**src/rtl/pc_mt_pkg.sv**
```systemverilog
// Shared types and helpers for the multi-thread program-counter unit.
// The round-robin picker works on a fixed-width vector so one function can serve any thread count.
package pc_mt_pkg;

    typedef enum logic {
        ARB,
        HOLD
    } pc_mt_state_e;

    localparam int MAX_THREADS = 32;
    localparam int MAX_TID_W   = 5;

    function automatic int tid_width(input int n);
        return (n > 1) ? $clog2(n) : 1;
    endfunction

    // First set bit of en[0..n-1] at or after ptr, wrapping; returns 0 when none is set.
    function automatic logic [MAX_TID_W-1:0] rr_pick(
        input logic [MAX_THREADS-1:0] en,
        input int unsigned            ptr,
        input int unsigned            n
    );
        int unsigned          start;
        int unsigned          idx;
        logic                 found;
        logic [MAX_TID_W-1:0] pick;
        start = (ptr < n) ? ptr : 32'd0;
        found = 1'b0;
        pick  = '0;
        idx   = 32'd0;
        for (int unsigned i = 0; i < MAX_THREADS; i++) begin
            if (i < n) begin
                idx = start + i;
                if (idx >= n) begin
                    idx = idx - n;
                end
                if (!found && en[idx[MAX_TID_W-1:0]]) begin
                    pick  = idx[MAX_TID_W-1:0];
                    found = 1'b1;
                end
            end
        end
        return pick;
    endfunction

endpackage

```
**src/rtl/pc_mt_rr_arbiter.sv**
```systemverilog
// Combinational round-robin arbiter; the rotating pointer itself lives in the parent.
module rr_arbiter
    import pc_mt_pkg::*;
#(
    parameter int NUM_THREADS = 4,
    parameter int TID_W       = 2
) (
    input  logic [NUM_THREADS-1:0] req,
    input  logic [TID_W-1:0]       ptr,
    output logic [TID_W-1:0]       grant,
    output logic                   any_req
);

    logic [MAX_THREADS-1:0] req_ext;
    logic [MAX_TID_W-1:0]   pick;

    always_comb begin
        req_ext                  = '0;
        req_ext[NUM_THREADS-1:0] = req;
        pick                     = rr_pick(req_ext, 32'(ptr), NUM_THREADS);
    end

    assign grant   = TID_W'(pick);
    assign any_req = |req;

endmodule

```
**src/rtl/pc_mt.sv**
```systemverilog
// Multi-thread program counter for fetch: round-robin thread pick, valid/ready offer to imem,
// per-thread redirect and exception vectoring.
module pc_mt
    import pc_mt_pkg::*;
#(
    parameter int                NUM_THREADS  = 4,
    parameter int                ADDR_W       = 32,
    parameter int                INSTR_BYTES  = 4,
    parameter logic [ADDR_W-1:0] RESET_VECTOR = '0,
    parameter logic [ADDR_W-1:0] EXC_VECTOR   = 32'h8000_0180,
    localparam int               TID_W        = (NUM_THREADS > 1) ? $clog2(NUM_THREADS) : 1
) (
    input  logic                   clk,
    input  logic                   reset,
    input  logic [NUM_THREADS-1:0] thread_en,
    input  logic                   stall,
    output logic                   req_valid,
    input  logic                   req_ready,
    output logic [TID_W-1:0]       req_tid,
    output logic [ADDR_W-1:0]      pc_out,
    output logic [ADDR_W-1:0]      next_pc,
    input  logic                   redir_valid,
    input  logic [TID_W-1:0]       redir_tid,
    input  logic [ADDR_W-1:0]      redir_target,
    input  logic                   exc_valid,
    input  logic [TID_W-1:0]       exc_tid,
    output logic                   misalign
);

    localparam logic [ADDR_W-1:0] INC      = ADDR_W'(INSTR_BYTES);
    localparam logic [ADDR_W-1:0] LOW_MASK = ADDR_W'(INSTR_BYTES - 1);

    pc_mt_state_e      state_q;
    logic [TID_W-1:0]  rr_q;
    logic [TID_W-1:0]  lock_q;
    logic [ADDR_W-1:0] pc_q [NUM_THREADS];
    logic              misalign_q;

    logic [TID_W-1:0]  arb_grant;
    logic              arb_any;
    logic [TID_W-1:0]  sel;
    logic [TID_W-1:0]  rr_next;
    logic              accept;
    logic              redir_applied;

    rr_arbiter #(
        .NUM_THREADS(NUM_THREADS),
        .TID_W      (TID_W)
    ) u_arb (
        .req    (thread_en),
        .ptr    (rr_q),
        .grant  (arb_grant),
        .any_req(arb_any)
    );

    // A held offer ignores stall and thread_en until imem takes it.
    always_comb begin
        sel       = (state_q == HOLD) ? lock_q : arb_grant;
        req_valid = !reset && ((state_q == HOLD) || (arb_any && !stall));
        accept    = req_valid && req_ready;
        rr_next   = (sel == TID_W'(NUM_THREADS - 1)) ? '0 : sel + 1'b1;
        req_tid   = sel;
        pc_out    = pc_q[sel];
        next_pc   = pc_q[sel] + INC;
        misalign  = misalign_q;
    end

    // A redirect loses to an exception on the same thread, so it cannot flag misalignment then.
    assign redir_applied = redir_valid
                        && (int'(redir_tid) < NUM_THREADS)
                        && !(exc_valid && (exc_tid == redir_tid));

    always_ff @(posedge clk) begin
        if (reset) begin
            state_q    <= ARB;
            rr_q       <= '0;
            lock_q     <= '0;
            misalign_q <= 1'b0;
            for (int t = 0; t < NUM_THREADS; t++) begin
                pc_q[t] <= RESET_VECTOR;
            end
        end else begin
            misalign_q <= redir_applied && (|(redir_target & LOW_MASK));

            for (int t = 0; t < NUM_THREADS; t++) begin
                if (exc_valid && (exc_tid == TID_W'(t))) begin
                    pc_q[t] <= EXC_VECTOR;
                end else if (redir_valid && (redir_tid == TID_W'(t))) begin
                    pc_q[t] <= redir_target & ~LOW_MASK;
                end else if (accept && (sel == TID_W'(t))) begin
                    pc_q[t] <= pc_q[t] + INC;
                end
            end

            case (state_q)
                ARB: begin
                    if (req_valid) begin
                        if (req_ready) begin
                            rr_q <= rr_next;
                        end else begin
                            lock_q  <= sel;
                            state_q <= HOLD;
                        end
                    end
                end
                HOLD: begin
                    if (req_ready) begin
                        rr_q    <= rr_next;
                        state_q <= ARB;
                    end
                end
                default: state_q <= ARB;
            endcase
        end
    end

endmodule

```
**config.mk**
```make
export PLATFORM = sky130hd
export DESIGN_NAME = pc_mt
export DESIGN_NICKNAME = d
export VERILOG_FILES = /design/src/rtl/pc_mt_pkg.sv /design/src/rtl/pc_mt_rr_arbiter.sv /design/src/rtl/pc_mt.sv
export SDC_FILE = /design/constraint.sdc
export NUM_CORES = 1
export LEC_CHECK = 0
export ABC_CLOCK_PERIOD_IN_PS = 7400
export CAP_MARGIN = 20
export CORE_UTILIZATION = 45
export CTS_CLUSTER_SIZE = 28
export DETAILED_ROUTE_END_ITERATION = 8
export PLACE_DENSITY_LB_ADDON = 0.25
export RECOVER_POWER = 100
export SYNTH_ARGS = -nofsm -noshare
export SYNTH_HDL_FRONTEND = slang
export SYNTH_SLANG_ARGS = --single-unit
```
**constraint.sdc**
```tcl
create_clock -name clk -period 7.4 [get_ports clk]
set_input_delay 2.22 -clock clk [delete_from_list [all_inputs] [get_ports clk]]
set_output_delay 2.22 -clock clk [all_outputs]
set_load 0.01 [all_outputs]
```
Word-level counts from Yosys, hierarchy flattened
Memories as Yosys holds them, arrays and structs flattened.
Index checks and enable logic that the tools add are counted.
{ "op_classes": {"muxes": 89, "eq_ne": 11, "reduce_logical": 34, "magnitude_cmp": 8, "add_sub_neg": 13, "bitwise": 14} }
{ "op_table": {"columns": ["operator", "n"], "rows": [
  ["32-bit 2-to-1 mux", 12],
  ["32-bit by 3-bit adder with 32-bit output, second input constant", 5],
  ["32-bit by 3-bit greater-or-equal comparator with 1-bit output, second input constant", 3],
  ["1-bit 2-to-1 mux", 59],
  ["5-bit by 6-bit < comparator with 1-bit output, second input constant", 4],
  ["1-bit logical AND", 21],
  ["1-bit binary-select mux with 5-bit select", 4],
  ["5-bit 2-to-1 mux", 4],
  ["2-bit 2-to-1 mux", 8],
  ["5-bit by 3-bit subtractor with 5-bit output, second input constant", 3],
  ["2-bit equality test, second input constant", 6],
  ["1-bit bitwise OR", 12],
  ["2-bit by 2-bit adder with 3-bit output, second input constant", 2],
  ["2-bit by 1-bit equality test with 1-bit output, second input constant", 3],
  ["1-bit logical NOT", 6],
  ["2-bit logical NOT", 3],
  ["2-bit one-hot mux with 2 select lines", 1],
  ["4-bit OR reduction", 1],
  ["2-bit by 3-bit subtractor with 4-bit output, second input constant", 1],
  ["2-bit by 1-bit adder with 3-bit output, second input constant", 1],
  ["2-bit by 3-bit greater-or-equal comparator with 1-bit output, second input constant", 1],
  ["3-bit AND reduction", 1],
  ["2-bit by 1-bit adder with 2-bit output, second input constant", 1],
  ["2-bit equality test", 1],
  ["5 further kinds", 6]
]} }
{ "totals": {"input_bits": 46, "reg_bits": 6, "out_inout_bits": 68, "n_memories": 1, "mem_bits_rw": 128, "word_cells": 174} }
{ "memory_table": {"columns": ["memory", "words", "word_bits", "read_ports", "rd_ports_with_merged_regs", "wr", "line", "rtl"], "rows": [
  ["pc_q", 4, 32, 5, 0, 4, "pc_mt.sv:36", "logic [ADDR_W-1:0] pc_q [NUM_THREADS];"]
]} }

Logic depth before layout (Yosys ltp)
{ "depth": {"ltp_word": 23, "mapped_depth": 19, "mapped_depth_nobuf": 15} }

By module
From an unflattened synthesis, not the netlist that was laid out.
{ "unflattened": {"hier_cells": 1127, "hier_area_um2": 9655.5} }
{ "by_module_without_submodules": {"columns": ["mod", "area_each_um2", "seq_area_each_um2", "cells_each", "instances"], "rows": [
  ["pc_mt", 9357.7, 3723.6, 1092, 1],
  ["rr_arbiter", 297.8, 0.0, 35, 1]
]} }

Least setup slack after synthesis
No wires, ideal clock.
{ "synth_timing": {"path_kind": "input to output", "from": "in thread_en[0]", "to": "out next_pc[22]", "required_time_ns": 5.180, "stages": 14, "t_arrival_ns": 5.522, "n_path_buf": 3, "slack_ns": -0.342, "cell_sequence": "mux2_2 -> a211o_1 -> o21ai_1 -> o21ai_1 -> buf_6 -> inv_2 -> buf_2 -> buf_1 -> mux4_2 -> ha_1 -> nand3_1 -> or3_4 -> nor3_2 -> xor2_1"} }
{ "synth_between": {"elab_chain_len": 15, "word_cells_on_any_way": 24, "cone_classes": "add/sub (1); mux (16); reduce/logical (6); memory (1)"} }
{ "synth_lines": {"columns": ["element", "line", "rtl"], "rows": [
  ["start, declared", "pc_mt.sv:15", "input logic [NUM_THREADS-1:0] thread_en,"],
  ["1-bit binary-select mux with 5-bit select", "pc_mt_pkg.sv:37", "if (!found && en[idx[MAX_TID_W-1:0]]) begin"],
  ["1-bit 2-to-1 mux (not written as such)", "pc_mt_pkg.sv:37", null],
  ["1-bit 2-to-1 mux", "pc_mt_pkg.sv:37", null],
  ["1-bit logical NOT", "pc_mt_pkg.sv:37", null],
  ["1-bit logical AND", "pc_mt_pkg.sv:37", null],
  ["1-bit 2-to-1 mux", "pc_mt_pkg.sv:37", null],
  ["1-bit logical NOT", "pc_mt_pkg.sv:37", null],
  ["1-bit logical AND", "pc_mt_pkg.sv:37", null],
  ["1-bit 2-to-1 mux", "pc_mt_pkg.sv:37", null],
  ["1-bit logical NOT", "pc_mt_pkg.sv:37", null],
  ["1-bit logical AND", "pc_mt_pkg.sv:37", null],
  ["2-bit 2-to-1 mux (*)", "pc_mt_pkg.sv:37", null],
  ["2-bit 2-to-1 mux (*)", "pc_mt.sv:58", "sel = (state_q == HOLD) ? lock_q : arb_grant;"],
  ["net req_tid[1]", "pc_mt.sv:19", "output logic [TID_W-1:0] req_tid,"],
  ["memory 4 x 32 bit (*)", null, null],
  ["net pc_out[3]", "pc_mt.sv:20", "output logic [ADDR_W-1:0] pc_out,"],
  ["32-bit by 3-bit adder with 32-bit output (*)", "pc_mt.sv:64", "next_pc = pc_q[sel] + INC;"],
  ["end, declared", "pc_mt.sv:21", "output logic [ADDR_W-1:0] next_pc,"]
]} }
The timed path passes the listed nets; every way through them passes the cells marked *. The select of a mux whose other input is x is not followed.

Worst setup path in the final report
{ "layout_timing": {"from": "in thread_en[1]", "to": "out next_pc[24]"} }
{ "layout_between": {"elab_chain_len": 15, "word_cells_on_any_way": 24, "cone_classes": "add/sub (1); mux (16); reduce/logical (6); memory (1)"} }
{ "layout_lines": {"columns": ["element", "line"], "rows": [
  ["1-bit binary-select mux with 5-bit select", "pc_mt_pkg.sv:37"],
  ["1-bit 2-to-1 mux (not written as such)", "pc_mt_pkg.sv:37"],
  ["1-bit 2-to-1 mux", "pc_mt_pkg.sv:37"],
  ["1-bit logical NOT", "pc_mt_pkg.sv:37"],
  ["1-bit logical AND", "pc_mt_pkg.sv:37"],
  ["1-bit 2-to-1 mux", "pc_mt_pkg.sv:37"],
  ["1-bit logical NOT", "pc_mt_pkg.sv:37"],
  ["1-bit logical AND", "pc_mt_pkg.sv:37"],
  ["1-bit 2-to-1 mux", "pc_mt_pkg.sv:37"],
  ["1-bit logical NOT", "pc_mt_pkg.sv:37"],
  ["1-bit logical AND", "pc_mt_pkg.sv:37"],
  ["2-bit 2-to-1 mux (*)", "pc_mt_pkg.sv:37"],
  ["2-bit 2-to-1 mux (*)", "pc_mt.sv:58"],
  ["memory 4 x 32 bit (*)", null],
  ["32-bit by 3-bit adder with 32-bit output (*)", "pc_mt.sv:64"]
]} }
Mark *: on every way between the ends. The rest lies on a longest branch, timed or not. The select of a mux whose other input is x is not followed.

==> metrics.cfg <==
[detailed_routing]
vias=9042
ant_nets=0
drtIter0Drc=940
vias_per_cell=6.07
drtPass1Iterations=6
wirelength_mm=32.1
routedWlPerCell_um=21.5
drc=0

[grt]
grt_pass1_vias=8852
grt_overflow=0
grt.total_usage_pct=30.6
grt_max_degree=34
antenna_found_initial=0
grt_pass1_wl_mm=50.2

[status]
status=finished with violations
violations=max-capacitance violations, max-slew violations, negative setup slack

[place]
place_congestion=0.953
port_buffers=109
pre_cts_ws_ns=-0.789
dp_hpwl_mm=21.9

[clocking]
clkTransAtPathRegs_ns=0.05
cts-root-buf=clkbuf_16
cts_buffers=17
clock_sinks=126
clock_latency_ns=0.43
ctsLongestPathBuffers=2
h-tree-depth=4
cts_tree=yes

[synth]
syn_inst=1009
synth.avg_cell_area_um2=9.31
synth.ff_latch_count=126
synth_edf_count=120
ys_seq_area_share_pct=39.6
ys.flop_type=edfxtp_1
yosysUniqueCellTypes=69
ys_async_sr_fraction_pct=0
syn_area_mm2=0.00939
synth_warnings=0

[critical_path]
r2r_end=pc_q[1][10]
startpoint_type=input pin
worstPathRequired_ns=5.18
startpoint=thread_en[1]
reg2reg_from=rr_q[0]
crit_slowest_cell=or3_4
worstPathArrival_ns=5.21
cp_cell_sequence=buf_6 > mux2_4 > a211o_1 > buf_6 > o21ai_4 > o21ai_4 > buf_12 > buf_6 > buf_6 > mux2i_4 > mux2i_4 > nand4b_1 > or3_4 > nor3_4 > xor2_1 > buf_2
cpPeakStageDelay_ns=0.47
crit_fanout=4
crit_top_cell=buf_6
reg2reg_slack_ns=1.77
end_kind=primary output
critPathKind=in2out
r2r_cells=14

[floorplan]
die_y_um=146
core_mm2=0.0204
initial_core_util_pct=46.1
die_w_um=146
row_count=52
ios=114
dieArea_mm2=0.0215

[cells_and_area]
drive_above_1_share_pct=20.1
syn_to_final_growth_pct=33.6
n_antenna_cell=0
final_cell_mix=nand2_1 (190), edfxtp_1 (120), o21ai_0 (113)
nets=1266
final_common_cell=nand2_1
num-fill-cells=1671

[power_and_ir_drop]
p_per_area_mw_per_mm2=235
leakagePower_uw=0.00462
peakVddDrop_uv=151
total_power_uw=2940

[sta]
hold_violations=0
fin_skew_ns=0.00912
final.period_utilization_pct=100
postLayoutSetupSlackWorst_ns=-0.0250
drv_slew=95
worstMarginPinSlew_ns=1.94
clock.fmax_ghz=0.135
rsz0062_at_grt=true
max_slew_margin_pct=-29.2
period_needed_ns=7.43
finalSetupViolations=1

[worst_hold_path]
hold_start=lock_q[1]
min_to=lock_q[1]
hold_path_depth=2
hold_path_class=reg2reg

[job]
maxCapViolations=3

cells by family after synthesis:
group	count (synthesis)	share of synthesized area, %
AOI/OAI and AO/OA	173	10.4
xor gates and xnor gates	141	13.1
adders and majority gates	13	1.73
buffers and inverters	70	3.60
DFF	126	39.6
muxes	57	9.84
other	1	0.0399
and+or+nand+nor	428	21.6
sequential cells by signal, indices dropped and copies added, names as in the netlist:
signal,cells
pc_q,120
misalign,1
rr_q,2
state_q,1
lock_q,2
cell usage after synthesis, drive strengths merged, types with 6 or more instances:
cell type  instances  area share [%]
nor4               6            0.47
nand2            191             7.6
nand4             20             1.4
a21oi             19             1.1
nand2b             7            0.47
and4               7            0.65
and3              24             1.6
xor2              82             7.6
inv               21            0.84
o21ai            118             6.3
mux2i             29             3.5
xnor2             59             5.5
ha                13             1.7
mux4              24             5.8
nor2              62             2.5
nor3              11            0.64
dfxtp              6             1.3
nand3             67             3.6
edfxtp           120              38
buf               18             1.5
clkbuf            30             1.2
power breakdown:
group / internal, uW / total, uW / switching [uW]
Clock: 599 / 930 / 332
Combinational: 571 / 1070 / 503
Sequential: 853 / 940 / 87.1
how the worst max path moves through the flow:
stage	endpoint	cells past startpoint
floorplan	next_pc[26]	13
global placement	next_pc[31]	14
detailed placement	next_pc[30]	14
CTS	next_pc[14]	13
global route	next_pc[31]	14
finish	next_pc[24]	16
final cells by class:
type,count,area (um^2),area share [%]
Clock inverter,10,159,1.27
Tap cell,270,338,2.69
Sequential cell,126,3720,29.7
Multi-Input combinational cell,816,5710,45.5
Timing Repair inverter,1,8.76,0.0698
Inverter,22,95.1,0.758
Clock buffer,22,484,3.86
Timing Repair Buffer,223,2030,16.2
routing by layer:
layer  share of wire [%]  GRT usage [%]
met1                  40           40.6
met5                   0              0
met2                  46           48.4
met4                 3.9           13.6
met3                 9.8           6.00
metrics by stage:
| step | hold slack, ns | util [%] | setup TNS (ns) | area (um^2) | std cells |
|---|---|---|---|---|---|
| after floorplan | 0.460 | - | 0 | 9450 | 1012 |
| after detailed placement | 0.500 | 55.7 | -18.88 | 11300 | 1428 |
| after global placement | 0.486 | 55.6 | -15.94 | 11300 | 1427 |
| after global routing | 0.538 | 61.6 | -0.321 | 12500 | 1490 |
| after CTS | 0.508 | 61.2 | 0 | 12500 | 1487 |
| final | 0.511 | 61.6 | -0.0250 | 12500 | 1490 |
critical path: cells and delay by family:
kind	cells	cell delay, ns
AO/OA/AOI/OAI	3	0.57
XOR/XNOR	1	0.16
buffers and inverters	6	0.75
multiplexers	3	0.63
AND/OR/NAND/NOR	3	0.86
repair_timing:
action / CTS / global route
pin swaps: 22 / 19
hold buffers: 0 / 0
gates cloned: 3 / 0
setup endpoints to repair: 46 / 19
buffers inserted: 24 / 3
gates resized for setup: 134 / 30
Note: power is estimated with default switching activity, not from simulation.
